[src/rtl/mxregs_ctx_pkg.sv]
// Shared types and constants for the context register file.
package mxregs_ctx_pkg;

  typedef enum logic [1:0] {
    ST_IDLE    = 2'd0,
    ST_SAVE    = 2'd1,
    ST_RESTORE = 2'd2
  } ctx_state_e;

  // Combined-load codes sit just past the single-register range:
  // load_addr == DEPTH + LD_OFS_* selects a register pair.
  localparam int LD_OFS_FLAGS_A = 0;
  localparam int LD_OFS_FLAGS_D = 1;

  // Default register map.
  localparam int IDX_A     = 0;
  localparam int IDX_X     = 1;
  localparam int IDX_Y     = 2;
  localparam int IDX_D     = 3;
  localparam int IDX_FLAGS = 7;
  localparam int IDX_SA    = 8;
  localparam int IDX_SB    = 9;
  localparam int IDX_SC    = 10;
  localparam int IDX_SD    = 11;

endpackage

[src/rtl/mxregs_ctx_if.sv]
// Save/restore streaming bus. The slave side is the register file.
interface mxregs_ctx_if #(
  parameter int WORD_LENGTH = 8
);
  logic [WORD_LENGTH-1:0] out_data;
  logic                   out_valid;
  logic                   out_ready;
  logic [WORD_LENGTH-1:0] in_data;
  logic                   in_valid;
  logic                   in_ready;

  modport master (
    input  out_data, out_valid, in_ready,
    output out_ready, in_data, in_valid
  );

  modport slave (
    output out_data, out_valid, in_ready,
    input  out_ready, in_data, in_valid
  );
endinterface

[src/rtl/mxregs_ctx_decoder.sv]
// Load selector decode: one register, a FLAGS pair, or nothing.
module mxregs_ctx_decoder
  import mxregs_ctx_pkg::*;
#(
  parameter int DEPTH     = 16,
  parameter int CTX_BASE  = IDX_A,
  parameter int FLAGS_IDX = IDX_FLAGS
) (
  input  logic [7:0]       i_load_addr,
  input  logic             i_load_en,
  output logic [DEPTH-1:0] o_sel
);

  logic [31:0] w_addr;
  assign w_addr = {24'd0, i_load_addr};

  // One-hot for direct addresses, two-hot for the combined codes.
  always_comb begin
    o_sel = '0;
    if (i_load_en) begin
      for (int i = 0; i < DEPTH; i++)
        if (w_addr == 32'(i)) o_sel[i] = 1'b1;
      if (w_addr == 32'(DEPTH + LD_OFS_FLAGS_A)) begin
        o_sel[FLAGS_IDX] = 1'b1;
        o_sel[CTX_BASE]  = 1'b1;
      end
      if (w_addr == 32'(DEPTH + LD_OFS_FLAGS_D)) begin
        o_sel[FLAGS_IDX]                = 1'b1;
        o_sel[CTX_BASE + IDX_D - IDX_A] = 1'b1;
      end
    end
  end

endmodule

[src/rtl/mxregs_ctx.sv]
// Register file with primary/shadow context swap and a streaming
// save (A..D out) / restore (D..A in) engine.
module mxregs_ctx
  import mxregs_ctx_pkg::*;
#(
  parameter int WORD_LENGTH = 8,
  parameter int DEPTH       = 16,
  parameter int CTX_BASE    = IDX_A,
  parameter int CTX_COUNT   = 4,
  parameter int SHD_BASE    = IDX_SA,
  parameter int FLAGS_IDX   = IDX_FLAGS
) (
  input  logic                              i_clk,
  input  logic                              i_rst,
  output logic [DEPTH-1:0][WORD_LENGTH-1:0] o_reg_line,
  input  logic [DEPTH-1:0][WORD_LENGTH-1:0] i_data_line,
  input  logic [7:0]                        i_load_addr,
  input  logic                              i_load_en,
  input  logic                              i_swap_req,
  input  logic                              i_save_start,
  input  logic                              i_restore_start,
  output logic                              o_busy,
  output logic                              o_done,
  mxregs_ctx_if.slave                       s_if
);

  localparam int IDXW = (CTX_COUNT > 1) ? $clog2(CTX_COUNT) : 1;

  ctx_state_e                        r_state;
  logic [IDXW-1:0]                   r_idx;
  logic                              r_done;
  logic [DEPTH-1:0][WORD_LENGTH-1:0] r_regs;

  logic [DEPTH-1:0] w_sel;
  logic             w_idle, w_swap, w_rest_wr, w_last_up, w_last_dn;

  mxregs_ctx_decoder #(
    .DEPTH(DEPTH), .CTX_BASE(CTX_BASE), .FLAGS_IDX(FLAGS_IDX)
  ) u_dec (
    .i_load_addr(i_load_addr),
    .i_load_en  (i_load_en),
    .o_sel      (w_sel)
  );

  assign w_idle    = (r_state == ST_IDLE);
  // A start request pre-empts a swap in the same cycle.
  assign w_swap    = w_idle & i_swap_req & ~i_save_start & ~i_restore_start;
  assign w_rest_wr = (r_state == ST_RESTORE) & s_if.in_valid;
  assign w_last_up = (r_idx == IDXW'(CTX_COUNT - 1));
  assign w_last_dn = (r_idx == '0);

  assign o_reg_line     = r_regs;
  assign o_busy         = ~w_idle;
  assign o_done         = r_done;
  assign s_if.out_valid = (r_state == ST_SAVE);
  assign s_if.in_ready  = (r_state == ST_RESTORE);

  // Live view of the register being saved; zero outside SAVE.
  always_comb begin
    s_if.out_data = '0;
    if (r_state == ST_SAVE)
      for (int i = 0; i < CTX_COUNT; i++)
        if (r_idx == IDXW'(i)) s_if.out_data = r_regs[CTX_BASE + i];
  end

  // Storage: loads, then swap, then restore write; later assignments win.
  always_ff @(posedge i_clk) begin
    if (i_rst) begin
      r_regs <= '0;
    end else begin
      for (int i = 0; i < DEPTH; i++)
        if (w_sel[i]) r_regs[i] <= i_data_line[i];
      if (w_swap)
        for (int i = 0; i < CTX_COUNT; i++) begin
          r_regs[CTX_BASE + i] <= r_regs[SHD_BASE + i];
          r_regs[SHD_BASE + i] <= r_regs[CTX_BASE + i];
        end
      if (w_rest_wr)
        for (int i = 0; i < CTX_COUNT; i++)
          if (r_idx == IDXW'(i)) r_regs[CTX_BASE + i] <= s_if.in_data;
    end
  end

  // Stream FSM: SAVE walks idx upward, RESTORE walks it downward.
  always_ff @(posedge i_clk) begin
    if (i_rst) begin
      r_state <= ST_IDLE;
      r_idx   <= '0;
      r_done  <= 1'b0;
    end else begin
      r_done <= 1'b0;
      case (r_state)
        ST_IDLE: begin
          if (i_save_start) begin
            r_state <= ST_SAVE;
            r_idx   <= '0;
          end else if (i_restore_start) begin
            r_state <= ST_RESTORE;
            r_idx   <= IDXW'(CTX_COUNT - 1);
          end
        end
        ST_SAVE: begin
          if (s_if.out_ready) begin
            if (w_last_up) begin
              r_state <= ST_IDLE;
              r_idx   <= '0;
              r_done  <= 1'b1;
            end else begin
              r_idx <= r_idx + IDXW'(1);
            end
          end
        end
        ST_RESTORE: begin
          if (s_if.in_valid) begin
            if (w_last_dn) begin
              r_state <= ST_IDLE;
              r_done  <= 1'b1;
            end else begin
              r_idx <= r_idx - IDXW'(1);
            end
          end
        end
        default: r_state <= ST_IDLE;
      endcase
    end
  end

endmodule

[src/flat_wrapper.sv]
// flat-port wrapper written by rule: the top's interface ports become plain ports
module mxregs_ctx_flat import mxregs_ctx_pkg::*;
#(
  parameter int WORD_LENGTH = 8,
  parameter int DEPTH       = 16,
  parameter int CTX_BASE    = IDX_A,
  parameter int CTX_COUNT   = 4,
  parameter int SHD_BASE    = IDX_SA,
  parameter int FLAGS_IDX   = IDX_FLAGS
)
  (i_clk, i_rst, o_reg_line, i_data_line, i_load_addr, i_load_en, i_swap_req, i_save_start, i_restore_start, o_busy, o_done, s_if_out_data, s_if_out_valid, s_if_in_ready, s_if_out_ready, s_if_in_data, s_if_in_valid);
  mxregs_ctx_if #(.WORD_LENGTH(WORD_LENGTH)) s_if_i ();
  input  logic i_clk;
  input  logic i_rst;
  output logic [DEPTH-1:0][WORD_LENGTH-1:0] o_reg_line;
  input  logic [DEPTH-1:0][WORD_LENGTH-1:0] i_data_line;
  input  logic [7:0] i_load_addr;
  input  logic i_load_en;
  input  logic i_swap_req;
  input  logic i_save_start;
  input  logic i_restore_start;
  output logic o_busy;
  output logic o_done;
  output wire logic [$bits(s_if_i.out_data)-1:0] s_if_out_data;
  output wire logic [$bits(s_if_i.out_valid)-1:0] s_if_out_valid;
  output wire logic [$bits(s_if_i.in_ready)-1:0] s_if_in_ready;
  input wire logic [$bits(s_if_i.out_ready)-1:0] s_if_out_ready;
  input wire logic [$bits(s_if_i.in_data)-1:0] s_if_in_data;
  input wire logic [$bits(s_if_i.in_valid)-1:0] s_if_in_valid;
  assign s_if_out_data = s_if_i.out_data;
  assign s_if_out_valid = s_if_i.out_valid;
  assign s_if_in_ready = s_if_i.in_ready;
  assign s_if_i.out_ready = s_if_out_ready;
  assign s_if_i.in_data = s_if_in_data;
  assign s_if_i.in_valid = s_if_in_valid;
  mxregs_ctx #(.WORD_LENGTH(WORD_LENGTH), .DEPTH(DEPTH), .CTX_BASE(CTX_BASE), .CTX_COUNT(CTX_COUNT), .SHD_BASE(SHD_BASE), .FLAGS_IDX(FLAGS_IDX)) u_core (.i_clk(i_clk), .i_rst(i_rst), .o_reg_line(o_reg_line), .i_data_line(i_data_line), .i_load_addr(i_load_addr), .i_load_en(i_load_en), .i_swap_req(i_swap_req), .i_save_start(i_save_start), .i_restore_start(i_restore_start), .o_busy(o_busy), .o_done(o_done), .s_if(s_if_i));
endmodule
[config.mk]
export PLATFORM = sky130hd
export DESIGN_NAME = mxregs_ctx_flat
export DESIGN_NICKNAME = d
export VERILOG_FILES = /design/src/rtl/mxregs_ctx_pkg.sv /design/src/rtl/mxregs_ctx_if.sv /design/src/rtl/mxregs_ctx_decoder.sv /design/src/rtl/mxregs_ctx.sv /design/src/flat_wrapper.sv
export SDC_FILE = /design/constraint.sdc
export NUM_CORES = 1
export LEC_CHECK = 0
export ABC_CLOCK_PERIOD_IN_PS = 5800
export BUFFER_PORTS_ARGS = -buffer_cell sky130_fd_sc_hd__buf_2
export CAP_MARGIN = 20
export CELL_PAD_IN_SITES_DETAIL_PLACEMENT = 0
export CELL_PAD_IN_SITES_GLOBAL_PLACEMENT = 2
export CORE_MARGIN = 3
export CORE_UTILIZATION = 29
export DETAILED_ROUTE_END_ITERATION = 6
export GPL_TIMING_DRIVEN = 0
export PLACE_DENSITY = 0.95
export SLEW_MARGIN = 20
export SYNTH_ARGS = -nofsm -noshare
export SYNTH_HDL_FRONTEND = slang
export SYNTH_SLANG_ARGS = --single-unit
[constraint.sdc]
create_clock -name i_clk -period 5.8 [get_ports i_clk]
set_input_delay 0.29 -clock i_clk [delete_from_list [all_inputs] [get_ports i_clk]]
set_output_delay 0.29 -clock i_clk [all_outputs]
set_load 0.02 [all_outputs]
==> metrics.txt <==
Post-DRT Antenna Nets=0; cts hold-fix bufs=0; hold path cells=3; GR Overflow Total=0; Starting Density=0.299; # IOs=292; RSZ-0062 raised after global routing=false; Endpoint, Worst Hold=u_core.o_reg_line[39]; Leak=4.19 nW; number of global-route vias before repair=6513; die area=23800 µm²; clk_skew=10.9 ps; YS warnings=0; Core Area=21400 µm²; global-route wire length before repair=38.5 mm; initial antenna violation count=3; setup slack, reg-to-reg=3290 ps; CP Class=flip-flop to output port; Crit Path Max Fanout=10; number of max-cap violations=0; FF-to-FF path depth=8; DP HPWL=20.2 mm; most frequent cells in the layout=294 x buf_2, 135 x nor2_1, 133 x dfxtp_1; postcts setup bufs=0; DIE WIDTH=154 µm; post-synthesis simple-gate area fraction=0.177; met2 wirelength from detailed routing=11.6 mm; WL met1=10.9 mm; Rel. slew slack=0.391; Clk Tree Root Cell=clkbuf_16; clk buf depth=2; Setup violations, final=0; Syn Nets=853; CTS Buf Count=17; xor and xnor area share after synthesis=0.00137; DR WL met3=2.26 mm; sequential share of the synthesized area=0.417; Die H=154 µm; setup tns final=0 ps; EDFF count, synth=0; WL/cell=19.7 µm; Detailed Route WL=25.4 mm; CTS tree=done; compound-gate portion of the synthesized area=0.161; Synth Area per Inst=9.22 µm²; minimum clock period=3020 ps; Routability Congestion=0.842; post-route cell area=8760 µm²; Top Layer Used=met5; Crit Reg-Reg Endpoint=u_core.o_reg_line[5]; Slew Limit Fails=0; Area growth syn-to-layout=37.2%; Hold Fails Final Rpt=0; Max rail drop VDD=0.185 mV; largest net degree at the start of global routing=17; Residual DRC=0; placement row count=53; gr usage total=0.209; Worst EP arrival=2730 ps; Post-DP Area=8170 µm²; Synth Register Bits=133; crit path launch type=flip-flop; FF-to-FF Start=u_core.r_state[0]; CTS Sinks=133; number of distinct library cells after synthesis=48; adder-cell share of the synthesized area=0.0157; DRT Pass-1 Iters=4; dpl ws=3180 ps; Worst-Margin Slew=890 ps; final setup margin=2780 ps; fin crit share=0.521; Critical Path Sink Type=output port; Mapped Cells=693; htree depth=4; Final #Nets=1159; Reg clk slew, reported paths=70 ps; main combinational cell family by area after synthesis=multiplexers; hold path start=i_data_line[39]; Synth Flop Type=dfxtp_1; commonest non-fill, non-tap cell in the layout=buf_2; via count=6424; Mapped Area=6390 µm²; asr flop ratio synth=0; mux contribution to synthesized area=0.183; Via density=4.99; IO Port Bufs=287; # diodes=0; latest clock arrival within the worst-skew pair=420 ps; hold_ws=102 ps; initial DRC count=288; P per Cell Area=302 nW/µm²; number of gates resized after CTS=0; Worst EP required=5510 ps; Max Clk Rate=331 MHz; HP Class=primary input to flip-flop; status=complete, no violations; proportion of layout cells with a drive suffix above 1=0.351
[metrics by stage]
step | util | power, W | instances
global placement | 0.383 | 0.00154 | 1255
global route | 0.410 | 0.00277 | 1287
floorplan | - | 0.00134 | 693
detailed placement | 0.383 | 0.00154 | 1255
CTS | 0.410 | 0.00267 | 1287
finish | 0.410 | 0.00265 | 1287
[registers in the layout, indices dropped and copies added, names as in the netlist]
name / flops
u_core.r_idx: 2
u_core.o_done: 1
u_core.r_state: 2
u_core.o_reg_line: 128
[cells by family after synthesis]
group	Yosys count
XOR/XNOR	1
flip-flops	133
multiplexers	116
AO/OA/AOI/OAI	133
AND/OR/NAND/NOR	239
buffers and inverters	63
adder cells (fa/ha/maj)	8
[synthesized netlist by cell type, drive strengths merged (16+ instances only)]
master / n / share of area
o21ai: 25 / 0.020
nand3: 16 / 0.013
a211oi: 37 / 0.045
clkbuf: 33 / 0.019
nor3: 22 / 0.026
a31oi: 17 / 0.017
nand2: 33 / 0.019
dfxtp: 133 / 0.42
nor2: 135 / 0.079
a2111oi: 16 / 0.022
buf: 16 / 0.017
mux2i: 108 / 0.17
[worst max-delay path: stages (launching register included)]
cell	delay (ps)
dfxtp_1	340
inv_1	120
ha_1	170
clkbuf_1	320
clkbuf_1	400
a211oi_1	90
a211o_1	280
a21boi_0	350
buf_2	250
[how the worst max path moves through the flow]
stage	startpoint	cells past startpoint	to
4_1_cts	u_core.r_idx[0]	8	s_if_out_data[2]
3_5_place_dp	u_core.r_idx[0]	8	s_if_out_data[2]
5_1_grt	u_core.r_idx[0]	8	s_if_out_data[2]
3_3_place_gp	u_core.r_idx[0]	8	s_if_out_data[2]
2_1_floorplan	u_core.r_idx[0]	7	s_if_out_data[1]
6_report	u_core.r_idx[0]	8	s_if_out_data[2]
[routing by layer]
metal  up-vias  global-route usage
li1       3104                   -
met1      2949               0.267
met2       318               0.334
met3        47              0.0638
met4         6              0.0757
met5         -                   0
[power breakdown]
group	switching (W)	internal, W	total, W
Combinational	0.000312	0.000204	0.000516
Sequential	0.0000492	0.000959	0.00101
Clock	0.000474	0.000647	0.00112
Total	0.000835	0.00181	0.00265
[layout make-up]
class                   count  area, µm²
well taps                 275        344
repair buffers            287       1440
inverters                  14       52.6
clock inverters            14        165
plain buffers              49        235
fillers                  2219      12600
flip-flops and latches    133       2660
clock buffers              18        429
multi-input cells         497       3440
(Power assumes the default switching activity.)
